[config.mk]
export PLATFORM = sky130hd
export DESIGN_NAME = ascii_scroll_ctrl
export DESIGN_NICKNAME = d
export VERILOG_FILES = /design/src/rtl/ascii_disp_pkg.sv /design/src/rtl/scroll_tick_gen.sv /design/src/rtl/ascii_scroll_ctrl.sv
export SDC_FILE = /design/constraint.sdc
export NUM_CORES = 1
export LEC_CHECK = 0
export BUFFER_PORTS_ARGS = -buffer_cell sky130_fd_sc_hd__buf_2
export CAP_MARGIN = 40
export CORE_ASPECT_RATIO = 0.9
export CORE_MARGIN = 4
export CORE_UTILIZATION = 60
export DETAILED_ROUTE_END_ITERATION = 6
export PLACE_DENSITY = 0.82
export SYNTH_ARGS = -nofsm -noshare
export SYNTH_HDL_FRONTEND = slang
export SYNTH_SLANG_ARGS = --single-unit
[constraint.sdc]
create_clock -name clk -period 7.5 [get_ports clk]
set_input_delay 1.125 -clock clk [delete_from_list [all_inputs] [get_ports clk]]
set_output_delay 1.125 -clock clk [all_outputs]
set_load 0.02 [all_outputs]
[src/rtl/ascii_disp_pkg.sv]
// ascii_disp_pkg
// Shared types and constants for the seven-segment message scroller.
//   state_t     : scroll sequencer states (IDLE / SCROLL / DONE)
//   ASCII_SPACE : code driven on a blanked digit
//   BLANK_SEGS  : segment pattern (active-low, all off) used by the decoders
package ascii_disp_pkg;

  typedef enum logic [1:0] {
    ST_IDLE   = 2'd0,
    ST_SCROLL = 2'd1,
    ST_DONE   = 2'd2
  } state_t;

  localparam logic [7:0] ASCII_SPACE = 8'h20;
  localparam logic [6:0] BLANK_SEGS  = 7'h7F;

endpackage

[src/rtl/scroll_tick_gen.sv]
// scroll_tick_gen
// Free-running divider producing one scroll step every TICK_DIV cycles.
// Ports:
//   clk   : system clock
//   reset : synchronous, active-high
//   clr   : holds the divider at zero; the first tick after clr drops
//           arrives TICK_DIV cycles after the clearing edge
//   tick  : one-cycle pulse
module scroll_tick_gen #(
  parameter int TICK_DIV = 25_000_000
) (
  input  logic clk,
  input  logic reset,
  input  logic clr,
  output logic tick
);

  localparam int CW = (TICK_DIV > 1) ? $clog2(TICK_DIV) : 1;
  localparam logic [CW-1:0] LAST = CW'(TICK_DIV - 1);

  logic [CW-1:0] r_cnt;

  always_ff @(posedge clk) begin
    if (reset || clr) begin
      r_cnt <= '0;
    end else if (r_cnt == LAST) begin
      r_cnt <= '0;
    end else begin
      r_cnt <= r_cnt + CW'(1);
    end
  end

  assign tick = (r_cnt == LAST) && !clr;

endmodule

[src/rtl/ascii_scroll_ctrl.sv]
// ascii_scroll_ctrl
// Message buffer and leftward scroll sequencer for a bank of ASCII
// seven-segment digits.
// Build option: SCROLL_LOOP_EN -- when defined the message wraps around
// forever and DONE is never entered; otherwise one pass then DONE.
// Ports:
//   clk, reset           : clock, synchronous active-high reset
//   wr_valid/wr_char     : character write offer (accepted when wr_ready)
//   wr_ready             : IDLE and buffer not full
//   start/stop/clear     : one-cycle command pulses
//   busy, done           : state != IDLE, one-cycle end-of-pass pulse
//   msg_len              : stored character count
//   digit_code           : ASCII per digit, top byte = leftmost digit
//   digit_blank          : 1 = digit forced off
//   dbg_state            : current sequencer state
// Handshake: a character transfers on a rising edge where wr_valid and
// wr_ready are both high; wr_ready does not depend on wr_valid.
module ascii_scroll_ctrl
  import ascii_disp_pkg::*;
#(
  parameter int NUM_DIGITS = 6,
  parameter int MSG_DEPTH  = 32,
  parameter int TICK_DIV   = 25_000_000
) (
  input  logic                          clk,
  input  logic                          reset,
  input  logic                          wr_valid,
  input  logic [7:0]                    wr_char,
  output logic                          wr_ready,
  input  logic                          start,
  input  logic                          stop,
  input  logic                          clear,
  output logic                          busy,
  output logic                          done,
  output logic [$clog2(MSG_DEPTH):0]    msg_len,
  output logic [8*NUM_DIGITS-1:0]       digit_code,
  output logic [NUM_DIGITS-1:0]         digit_blank,
  output state_t                        dbg_state
);

  localparam int AW = $clog2(MSG_DEPTH);
  localparam int LW = AW + 1;
  // pos + k can reach about 2*(MSG_DEPTH+NUM_DIGITS); one spare bit covers it
  localparam int PW = $clog2(MSG_DEPTH + NUM_DIGITS) + 1;

  logic [7:0]    r_buf [MSG_DEPTH];
  state_t        r_state;
  logic [LW-1:0] r_msg_len;
  logic [PW-1:0] r_pos;
  logic          r_busy;
  logic          r_done;

  logic          w_tick;
  logic          w_tick_clr;
  logic          w_wr_fire;
  logic [LW-1:0] w_len_base;
  logic [AW-1:0] w_wr_idx;
  logic [LW-1:0] w_len_nxt;
  logic [PW-1:0] w_len_ext;
  logic [PW-1:0] w_pos_inc;
  logic [PW-1:0] w_idx;
`ifdef SCROLL_LOOP_EN
  logic [PW-1:0] w_period;
  assign w_period = w_len_ext + PW'(NUM_DIGITS);
`endif

  assign wr_ready  = (r_state == ST_IDLE) && (r_msg_len < LW'(MSG_DEPTH));
  assign w_wr_fire = wr_valid && wr_ready;
  // A write in the same cycle as clear lands at index 0 of the new message.
  assign w_len_base = clear ? '0 : r_msg_len;
  assign w_wr_idx   = w_len_base[AW-1:0];
  assign w_len_nxt  = w_len_base + LW'(w_wr_fire);
  assign w_len_ext  = PW'(r_msg_len);
  assign w_pos_inc  = r_pos + PW'(1);
  assign w_tick_clr = (r_state != ST_SCROLL);

  scroll_tick_gen #(
    .TICK_DIV (TICK_DIV)
  ) u_tick (
    .clk   (clk),
    .reset (reset),
    .clr   (w_tick_clr),
    .tick  (w_tick)
  );

  // Buffer contents need no reset: only indices below msg_len are read.
  always_ff @(posedge clk) begin
    if (!reset && w_wr_fire) begin
      r_buf[w_wr_idx] <= wr_char;
    end
  end

  always_ff @(posedge clk) begin
    if (reset) begin
      r_state   <= ST_IDLE;
      r_msg_len <= '0;
      r_pos     <= '0;
      r_busy    <= 1'b0;
      r_done    <= 1'b0;
    end else begin
      r_done <= 1'b0;
      case (r_state)
        ST_IDLE: begin
          r_msg_len <= w_len_nxt;
          // A character accepted alongside start belongs to the message.
          if (start && (w_len_nxt != '0)) begin
            r_state <= ST_SCROLL;
            r_pos   <= '0;
            r_busy  <= 1'b1;
          end
        end
        ST_SCROLL: begin
          // stop outranks a tick landing in the same cycle
          if (stop) begin
            r_state <= ST_IDLE;
            r_pos   <= '0;
            r_busy  <= 1'b0;
          end else if (w_tick) begin
`ifdef SCROLL_LOOP_EN
            r_pos <= (w_pos_inc == w_period) ? '0 : w_pos_inc;
`else
            // Window would be all blank: the pass is over.
            if (w_pos_inc == w_len_ext) begin
              r_state <= ST_DONE;
              r_pos   <= '0;
              r_done  <= 1'b1;
            end else begin
              r_pos <= w_pos_inc;
            end
`endif
          end
        end
        ST_DONE: begin
          r_state <= ST_IDLE;
          r_busy  <= 1'b0;
        end
        default: begin
          r_state <= ST_IDLE;
          r_busy  <= 1'b0;
        end
      endcase
    end
  end

  // Window: digit k from the left shows stream index pos+k; indices past the
  // message (the trailing NUM_DIGITS positions) are blank.
  always_comb begin
    digit_code  = {NUM_DIGITS{ASCII_SPACE}};
    digit_blank = '1;
    w_idx       = '0;
    if (r_state == ST_SCROLL) begin
      for (int k = 0; k < NUM_DIGITS; k++) begin
        w_idx = r_pos + PW'(k);
`ifdef SCROLL_LOOP_EN
        if (w_idx >= w_period) begin
          w_idx = w_idx - w_period;
        end
`endif
        if (w_idx < w_len_ext) begin
          digit_code[8*(NUM_DIGITS-1-k) +: 8] = r_buf[w_idx[AW-1:0]];
          digit_blank[NUM_DIGITS-1-k]         = 1'b0;
        end
      end
    end
  end

  assign busy      = r_busy;
  assign done      = r_done;
  assign msg_len   = r_msg_len;
  assign dbg_state = r_state;

endmodule

==> out/metrics.csv <==
stage;metric;value;unit
outcome;status;complete, no violations;
sta;setup TNS;0;ns
synth;Syn. warnings;0;
drt;# DRC;0;
cells_and_area;area grow syn2layout;9.69;%
worst_setup_path;Crit-path slowest cell;dfxtp_4;
worst_setup_path;CP peak stage delay;0.91;ns
pwr;Internal;2.72;mW
sta;final hold vios;0;
pwr;Sw Share;22.6;%
global_route;vias in the first global route;14997;
pwr;Switch Pwr;794;µW
synth;Synth top cells by count;401 x mux4_2, 256 x edfxtp_1, 85 x nor2_1, 55 x nand2_1, 48 x buf_2;
synth;mapped cell area;0.0217;mm²
pwr;Flop pwr share;52.3;%
cells_and_area;Final Cell Area;0.0238;mm²
pwr;Lkg Pwr;7.22;nW
synth;count leader, synth;mux4_2;
synth;post-synth cell types;53;
worst_setup_path;maximum fanout along the worst path;65;
cells_and_area;diode count;0;
synth;Synth Register Bits;303;
clock_tree;clk sinks;303;
synth;post-synth top area share;41.6;%
worst_setup_path;CP Data Arrival Time;4.90;ns
sta;Slew Limit Fails;0;
synth;ys flop type;edfxtp_1;
placed_design;DP Wirelength;44.9;mm
sta;Fin Clk Skew;0.0185;ns
sta;crit path time final;6.03;ns
clock_tree;Clock Pin Slew Worst Setup and Hold Paths;0.06;ns
floorplan;FP Rows;65;
clock_tree;clock buffer depth;3;
sta;RSZ-0062 raised after global routing;no;
hold_path;hold path start;u_tick.r_cnt[14];
cells_and_area;layout cells sized above 1;43.6;%
floorplan;Initial Util;61.3;%
clock_tree;CTS Hold Bufs;0;
worst_setup_path;Worst Setup End Kind;output pin;
cells_and_area;Core Util, Final;67.2;%
worst_setup_path;crit-path leading delay family;multiplexers;
drt;final antenna-violating net count;0;
drt;Post-Route WL;66.9;mm
clock_tree;post-CTS resize count;0;
clock_tree;total number of H-tree levels;1;
flow_run;max cap viols;0;
clock_tree;# Post-CTS Setup Buffers;0;
drt;Avg WL per Cell;35.5;µm
floorplan;I/O pin total;79;
sta;# setup viols final;0;
synth;Mean Syn Cell Area;16.2;µm²
global_route;GRT Total Usage;33.8;%
worst_setup_path;worst path bufs/invs;3;
synth;Post-synth EDFFs;256;
sta;worst-margin pin slew;1.11;ns
worst_setup_path;critical path, cell by cell;inv_1 -> ha_4 -> buf_12 -> mux4_2 -> mux4_1 -> mux2_2 -> or3_1 -> buf_2;
synth;Mapped Nets;1391;
global_route;initial antenna violation count;3;
drt;Iteration-0 DRC Markers;2882;
pwr;worst vdd ir;0.183;mV
floorplan;Die Span Y;188;µm
synth;largest cells by area after synthesis;mux4_2 42%, edfxtp_1 35%, dfxtp_1 4.3%, ha_1 2.3%, mux2i_1 2.0%;
synth;Seq/Total Area, Yosys;39.8;%
worst_setup_path;CP required;6.38;ns
global_route;first-pass GRT wire length;98.6;mm
placed_design;placed instance area;0.0228;mm²
floorplan;full die area;0.0393;mm²
floorplan;Die X;208;µm
global_route;grt ovf;0;
pwr;PD cells;148;mW/mm²
sta;worst rel slew slack;26.1;%
placed_design;Placer Congestion;0.997;
synth;largest area contributor in the netlist;mux4_2;
cells_and_area;nets;1445;
sta;f_max;166;MHz
pwr;combinational power share;3.9;%
clock_tree;Worst-Skew Late Latency;0.59;ns
drt;via count;15561;
synth;FFs w/ async S/R, synth;0;%
pwr;Clk pwr share;43.9;%
hold_path;Hold Crit Class;flop to flop;
worst_setup_path;critical path startpoint;r_pos[1];
clock_tree;Num CTS Buffers;31;
clock_tree;TritonCTS clock tree;done;
drt;first-pass iteration count of the detailed router;5;
cells_and_area;FILL cells;2264;
floorplan;core footprint;0.0354;mm²
worst_setup_path;Startpoint Class;flop;
placed_design;port buffer count;78;
drt;vias per cell;8.26;
synth;post-synthesis cell count;1337;
worst_setup_path;WS Path Type;flop to output pin;
sta;Tcrit/Tclk final;80.4;%
global_route;pin count of the biggest net entering global routing;153;
clock_tree;Root Driver;clkbuf_16;
worst_setup_path;reg2reg start;r_pos[1];
[routing by layer]
metal,track usage (%),vias up,wire length [µm]
li1,-,5846,-
met1,46.5,7731,21200
met2,49.0,1691,29900
met3,12.8,289,12000
met4,14.7,4,3710
met5,0,-,28
[cells in the final DEF, fill, tap and decap left out, drive strengths merged, types with 3 or more instances in the layout]
cell and count:
nor2b 15, buf 140, nand2 55, a21oi 29
o21a 14, o21ai 13, nor4 3, or2 5
mux4 408, xnor2 22, a211oi 19, clkinv 9
nor2 85, or3 11, xor2 21, and4 3
clkbuf 45, nand4 7, dfxtp 47, edfxtp 256
o31ai 4, mux2i 43, inv 26, ha 40
and2 4, a21o 3, a31oi 6, nor3 32
nand2b 3, nand3 18, and3 6
[power groups by stage]
stage                     clock [mW]  combinational (mW)  sequential, mW
after floorplan                    0              0.0731            1.88
after global placement             0               0.125            1.87
after detailed placement           0               0.131            1.87
after CTS                       1.54               0.131            1.84
after global routing            1.62               0.143            1.84
final                           1.54               0.136            1.84
[metrics by stage]
step / power [mW] / worst slack [ns] / instances / hold WS, ns
detailed placement: 2.00 / 2.07 / 1826 / 0.496
floorplan: 1.95 / 1.93 / 1337 / 0.438
global route: 3.60 / 1.26 / 1885 / 0.536
global placement: 2.00 / 2.16 / 1805 / 0.458
CTS: 3.51 / 1.46 / 1884 / 0.501
finish: 3.51 / 1.47 / 1885 / 0.506
[cells by family after synthesis]
| kind of cell | synth area share, % |
|---|---|
| muxes | 44.6 |
| DFF | 39.8 |
| and+or+nand+nor | 5.57 |
| buffers and inverters | 3.01 |
| AOI/OAI and AO/OA | 2.97 |
| xor gates and xnor gates | 1.77 |
| adders and majority gates | 2.31 |
[registers in the layout, indices dropped and copies added (netlist names), named ones only]
signal        count
dbg_state         2
msg_len           6
r_buf           256
r_pos             7
busy              1
u_tick.r_cnt     25
done              1
[final cells by class]
| cell class | instances | area [µm²] | share of cell area [%] |
|---|---|---|---|
| sequential | 303 | 8650 | 36.3 |
| inverter | 25 | 93.8 | 0.395 |
| clock buffer | 45 | 880 | 3.70 |
| tap | 469 | 587 | 2.47 |
| timing repair buffer | 140 | 991 | 4.17 |
| multi-input combinational | 890 | 12500 | 52.5 |
| clock inverter | 13 | 105 | 0.442 |
[final timing paths]
check                      to  slack, ns  depth (start not counted)
max reg2reg          r_pos[2]       3.20                         11
min reg2reg  u_tick.r_cnt[14]       0.51                          2
min          u_tick.r_cnt[14]       0.51                          2
max             digit_code[5]       1.47                          8
[tightest hold or removal path, cell delays in order (launching register included)]
cell,delay [ns]
dfxtp_1,0.33
xor2_1,0.07
nor2_1,0.07
No activity file was read; power rests on OpenSTA's default activity.
